File: src/rtl/multdiv_ctrl_pkg.sv
// Shared definitions for the multdiv sequencing controller: state encoding,
// default exception status codes and the status destination register.
package multdiv_ctrl_pkg;

  typedef enum logic [1:0] {
    ST_IDLE  = 2'd0,
    ST_ISSUE = 2'd1,
    ST_WAIT  = 2'd2,
    ST_DONE  = 2'd3
  } md_state_e;

  localparam int unsigned TMR_W             = 7;
  localparam logic [4:0]  DEF_STATUS_REG    = 5'd30;
  localparam logic [31:0] DEF_MULT_EXC_CODE = 32'd4;
  localparam logic [31:0] DEF_DIV_EXC_CODE  = 32'd5;

endpackage

File: src/rtl/multdiv_ctrl_timeout_counter.sv
// WAIT-state watchdog: counts enabled cycles from a synchronous clear and
// flags when the count equals the terminal value. Saturates at the terminal value.
module md_timeout_counter
  import multdiv_ctrl_pkg::*;
#(
  parameter int unsigned W = TMR_W
) (
  input  logic         clk_i,
  input  logic         rst_i,
  input  logic         clr_i,
  input  logic         en_i,
  input  logic [W-1:0] tc_val_i,
  output logic         tc_o
);

  logic [W-1:0] cnt_q, cnt_d;

  assign tc_o = (cnt_q == tc_val_i);

  always_comb begin
    cnt_d = cnt_q;
    if (clr_i) begin
      cnt_d = '0;
    end else if (en_i && !tc_o) begin
      cnt_d = cnt_q + 1'b1;
    end
  end

  always_ff @(posedge clk_i) begin
    if (rst_i) begin
      cnt_q <= '0;
    end else begin
      cnt_q <= cnt_d;
    end
  end

endmodule

File: src/rtl/multdiv_ctrl.sv
// Sequences one mult/div instruction through the iterative multdiv unit:
// latch operands, pulse start, wait for ready (or time out), then write back.
//
// state    | meaning
// ---------+-------------------------------------------------------------
// ST_IDLE  | no operation in flight; a request is latched here
// ST_ISSUE | one-cycle start pulse to the unit, watchdog cleared
// ST_WAIT  | waiting for md_resultRDY or the watchdog terminal count
// ST_DONE  | one-cycle writeback strobe, pipeline released
module multdiv_ctrl
  import multdiv_ctrl_pkg::*;
#(
  parameter int unsigned TIMEOUT_CYCLES = 64,
  parameter logic [4:0]  STATUS_REG     = DEF_STATUS_REG,
  parameter logic [31:0] MULT_EXC_CODE  = DEF_MULT_EXC_CODE,
  parameter logic [31:0] DIV_EXC_CODE   = DEF_DIV_EXC_CODE
) (
  input  logic        clock,
  input  logic        reset,
  input  logic        req_valid,
  input  logic        req_is_div,
  input  logic [31:0] req_a,
  input  logic [31:0] req_b,
  input  logic [4:0]  req_rd,
  output logic        stall,
  output logic [31:0] md_operandA,
  output logic [31:0] md_operandB,
  output logic        md_ctrl_MULT,
  output logic        md_ctrl_DIV,
  input  logic [31:0] md_result,
  input  logic        md_exception,
  input  logic        md_resultRDY,
  output logic        wb_valid,
  output logic [4:0]  wb_rd,
  output logic [31:0] wb_data,
  output logic        wb_exception
);

  localparam logic [TMR_W-1:0] TMR_TC = TMR_W'(TIMEOUT_CYCLES - 1);

  md_state_e   state_q, state_d;
  logic [31:0] a_q, a_d, b_q, b_d;
  logic [4:0]  rd_q, rd_d;
  logic        is_div_q, is_div_d;
  logic [31:0] wb_data_q, wb_data_d;
  logic [4:0]  wb_rd_q, wb_rd_d;
  logic        wb_exc_q, wb_exc_d;
  logic        tmr_clr, tmr_en, tmr_tc;
  logic [31:0] exc_code;

  md_timeout_counter #(.W(TMR_W)) u_tmr (
    .clk_i   (clock),
    .rst_i   (reset),
    .clr_i   (tmr_clr),
    .en_i    (tmr_en),
    .tc_val_i(TMR_TC),
    .tc_o    (tmr_tc)
  );

  assign exc_code     = is_div_q ? DIV_EXC_CODE : MULT_EXC_CODE;
  assign md_operandA  = a_q;
  assign md_operandB  = b_q;
  assign wb_data      = wb_data_q;
  assign wb_rd        = wb_rd_q;
  assign wb_exception = wb_exc_q;

  always_comb begin
    state_d      = state_q;
    a_d          = a_q;
    b_d          = b_q;
    rd_d         = rd_q;
    is_div_d     = is_div_q;
    wb_data_d    = wb_data_q;
    wb_rd_d      = wb_rd_q;
    wb_exc_d     = wb_exc_q;
    stall        = 1'b0;
    md_ctrl_MULT = 1'b0;
    md_ctrl_DIV  = 1'b0;
    wb_valid     = 1'b0;
    tmr_clr      = 1'b0;
    tmr_en       = 1'b0;

    case (state_q)
      ST_IDLE: begin
        stall = req_valid;
        if (req_valid) begin
          a_d      = req_a;
          b_d      = req_b;
          rd_d     = req_rd;
          is_div_d = req_is_div;
          state_d  = ST_ISSUE;
        end
      end
      ST_ISSUE: begin
        // Ready is stale here: the unit's iteration counter restarts this cycle.
        stall        = 1'b1;
        md_ctrl_MULT = ~is_div_q;
        md_ctrl_DIV  = is_div_q;
        tmr_clr      = 1'b1;
        state_d      = ST_WAIT;
      end
      ST_WAIT: begin
        stall = 1'b1;
        if (md_resultRDY) begin
          wb_data_d = md_exception ? exc_code : md_result;
          wb_rd_d   = md_exception ? STATUS_REG : rd_q;
          wb_exc_d  = md_exception;
          state_d   = ST_DONE;
        end else if (tmr_tc) begin
          wb_data_d = exc_code;
          wb_rd_d   = STATUS_REG;
          wb_exc_d  = 1'b1;
          state_d   = ST_DONE;
        end else begin
          tmr_en = 1'b1;
        end
      end
      ST_DONE: begin
        // req_valid still shows the completed instruction; never reissue it.
        wb_valid = 1'b1;
        state_d  = ST_IDLE;
      end
      default: state_d = ST_IDLE;
    endcase

    if (reset) begin
      stall        = 1'b0;
      md_ctrl_MULT = 1'b0;
      md_ctrl_DIV  = 1'b0;
      wb_valid     = 1'b0;
    end
  end

  always_ff @(posedge clock) begin
    if (reset) begin
      state_q   <= ST_IDLE;
      a_q       <= '0;
      b_q       <= '0;
      rd_q      <= '0;
      is_div_q  <= 1'b0;
      wb_data_q <= '0;
      wb_rd_q   <= '0;
      wb_exc_q  <= 1'b0;
    end else begin
      state_q   <= state_d;
      a_q       <= a_d;
      b_q       <= b_d;
      rd_q      <= rd_d;
      is_div_q  <= is_div_d;
      wb_data_q <= wb_data_d;
      wb_rd_q   <= wb_rd_d;
      wb_exc_q  <= wb_exc_d;
    end
  end

endmodule

File: config.mk
export PLATFORM = sky130hd
export DESIGN_NAME = multdiv_ctrl
export DESIGN_NICKNAME = d
export VERILOG_FILES = /design/src/rtl/multdiv_ctrl_pkg.sv /design/src/rtl/multdiv_ctrl_timeout_counter.sv /design/src/rtl/multdiv_ctrl.sv
export SDC_FILE = /design/constraint.sdc
export NUM_CORES = 1
export LEC_CHECK = 0
export ABC_AREA = 1
export BUFFER_PORTS_ARGS = -buffer_cell sky130_fd_sc_hd__buf_2
export CAP_MARGIN = 20
export CORE_MARGIN = 10
export CORE_UTILIZATION = 46
export DETAILED_ROUTE_END_ITERATION = 10
export PLACE_DENSITY = 0.77
export SLEW_MARGIN = 25
export SYNTH_ARGS = -nofsm -noshare
export SYNTH_HDL_FRONTEND = slang
export SYNTH_SLANG_ARGS = --single-unit
File: constraint.sdc
create_clock -name clock -period 1.6 [get_ports clock]
set_input_delay 0.16 -clock clock [delete_from_list [all_inputs] [get_ports clock]]
set_output_delay 0.16 -clock clock [all_outputs]
set_load 0.1 [all_outputs]
==> impl_results.md <==
- Status: finished with violations
- Failing checks: setup timing
- Minimum clock period: 1.68 ns
- Area delta synth->final: 68.7%
- Post-synth EDFFs: 0
- Die height: 118 um
- Core Area: approximately 9300 sq um
- Synthesized flop and latch total: 117
- Hold Crit Class: in -> reg
- FFs w/ async S/R, synth: 0%
- Port Buffers: 212
- Number of setup violations in the final report: 4
- CP Cell Sequence: buf_6 -> ha_4 -> nand2_4 -> nor2_4 -> buf_12
- Vias in the first global route: 5362
- Synth top area cells: dfxtp_1 (53%), nor2_1 (14%), o21ai_0 (9.0%)
- Largest net degree at the start of global routing: 80
- Power Total: 15.1 mW
- Startpoint types: flip-flop
- Worst EP required: 1.44 ns
- Synth unique cells: 19
- Top-count cell post-synth: nor2_1
- Worst Path Class, Setup: reg -> out
- Initial Util: 47.6%
- PwrDens: 2030 nW/um^2
- NumNets Final: 994
- Area share of the largest cell type after synthesis: 53.0%
- Min Hold Slack: 0.0473 ns
- Post-Syn Instances: between 500 and 600
- Die Wd: roughly 120 um
- DR DRC count: 0
- Synth Flop Type: dfxtp_1
- Crit path max fanout: 3
- Pins over their slew limit: 0
- Die area: 13900 sq um
- Pre-CTS WS: roughly 0.049 ns
- Crit-path slowest cell: dfxtp_2
- Rows: 35
- CP peak stage delay: 0.35 ns
- DR iter-0 viols: 493
- Leakage: approximately 3.4 nW
- # IOs: 213
- Routed Antenna Nets: 0
- WL/cell: approximately 17 um
- Mean area per synthesized cell: about 7.7 sq um
- Peak VDD IR: 1.42 mV
- Final hold violation count: 0
- Ys Warns: 0
- Setup crit end kind: output port
- Clock Latency Late Sink: 0.50 ns
- CTS tree: yes
- Hpwl dp: roughly 10000 um
- First-pass GRT wire length: 27200 um
- Arrival time worst endpoint: 1.52 ns
- Worst Setup Slack, final: -0.0768 ns
- Clock sink count: about 120
- Synthesized net count: between 600 and 700
- Clk buf depth: 2
- Max Fclk: 596 MHz
- Fraction of layout cells with a size suffix above 1: 32.5%
- Reg clk slew, reported paths: 0.05 ns
- Max-cap violations: 0
- Gr ovfl total: 0
- CTS root buf: clkbuf_8
- Period Utilization, post-route: 105%
- Slew of the pin with the lowest slew margin: 0.518 ns
- Placer Congestion: about 0.81
- Synthesized area: around 4400 sq um
- Initial antenna violation count: 0
- Synth area leader: dfxtp_1
- TritonRoute pass-1 iters: 5
- Clock Skew: ~0.013 ns
- CTS HTree Levels: 4
- Finished Core Util: 80.2%
- Sequential area share after synthesis: 53.0%
- DR vias/cell: between 5 and 6
- Max-slew headroom: between 60% and 70%
- Num CTS Buffers: 17
- WL final: around 17000 um
- Via count: 5292
- GRT Util Overall: 23.5%
- RSZ-0062 raised after global routing: true
- Post-synth top cells: nor2_1 (167), dfxtp_1 (117), o21ai_0 (79), nand2_1 (60), a21oi_1 (39)
==> registers in the layout, summed over array words and instances, names as in the netlist <==
register / count
md_operandA: 32
md_operandB: 32
wb_data: 32
u_tmr.cnt_q: 7
rd_q: 5
wb_rd: 5
state_q: 2
is_div_q: 1
wb_exception: 1
==> path summary, 6_finish.rpt <==
path | from | end | slack, ns | cells after the start
setup / recovery | state_q[0]$_SDFFE_PP0P_ | md_ctrl_DIV | -0.08 | 5
hold / removal | reset | wb_rd[0]$_SDFFE_PP0P_ | 0.05 | 2
setup reg to reg | state_q[1]$_SDFFE_PP0P_ | wb_data[21]$_SDFFE_PP0P_ | 0.09 | 5
hold reg to reg | u_tmr.cnt_q[6]$_SDFFE_PP0P_ | u_tmr.cnt_q[6]$_SDFFE_PP0P_ | 0.46 | 2
==> routing by layer <==
| metal | vias up | global-route usage (%) | wire length (um) | share of wire, % |
|---|---|---|---|---|
| li1 | 2488 | - | - | - |
| met1 | 2432 | 23.8 | 6450 | 38 |
| met2 | 316 | 39.9 | 8280 | 48 |
| met3 | 56 | 10.5 | 1850 | 11 |
| met4 | 0 | 12.3 | 621 | 3.6 |
| met5 | - | 0 | 0 | 0 |
==> placed cells by master (no fill, tap or decap), drive strengths merged, types with 7 or more instances in the layout <==
cell type      n
a21oi         39
buf          227
clkbuf        20
dfxtp        117
dlygate4sd3  101
ha             7
inv           23
nand2         63
nand4         32
nor2         169
o21ai         79
==> power by group <==
part	leakage (nW)	internal, mW	switching (mW)
logic	2.18	1.45	5.86
clock network	0.296	2.59	1.36
registers	0.961	3.54	0.344
total	3.44	7.58	7.56
==> cell type report <==
| type | count | area, sq um |
|---|---|---|
| Multi-Input combinational cell | 395 | 1920 |
| Tap cell | 129 | 161 |
| Clock inverter | 13 | 195 |
| Sequential cell | 117 | 2350 |
| Clock buffer | 19 | 432 |
| Fill cell | 593 | 1840 |
| Inverter | 20 | 77.6 |
| Antenna cell | 1 | 2.50 |
| Timing Repair Buffer | 329 | 2310 |
==> cell families (layout without fill, tap and decap cells) <==
| group | Yosys count | count (layout) | synth area share (%) |
|---|---|---|---|
| AO/OA/AOI/OAI | 118 | 118 | 13.4 |
| other | 0 | 1 | 0 |
| adder cells (fa/ha/maj) | 7 | 7 | 1.98 |
| XOR/XNOR | 1 | 1 | 0.198 |
| AND/OR/NAND/NOR | 269 | 269 | 25.3 |
| buffers and inverters | 60 | 381 | 6.06 |
| flip-flops | 117 | 117 | 53.0 |
==> what timing repair did <==
| action | CTS | global route |
|---|---|---|
| gates resized for setup | 24 | 9 |
| endpoints found under the setup margin | 4 | 48 |
| setup buffers | 3 | 0 |
| hold buffers | 101 | 0 |
| cloned | 0 | 1 |
| pin swaps | 6 | 2 |
| endpoints found under the hold margin | 101 | 0 |
==> per-stage QoR <==
step / cells / TNS, ns / area, sq um
2_1_floorplan: 572 / -0.0313 / 4430
3_3_place_gp: 885 / 0 / 5640
3_5_place_dp: 885 / 0 / 5640
4_1_cts: 1021 / -0.256 / 7390
5_1_grt: 1022 / -0.442 / 7450
6_report: 1023 / -0.228 / 7450
==> worst max-delay path: cells and delay by family (launching register included) <==
family,cells,cell delay [ns]
adders and majority gates,1,0.18
buffers and inverters,2,0.32
DFF,1,0.35
and+or+nand+nor,2,0.17
Note: power is estimated with default switching activity, not from simulation.
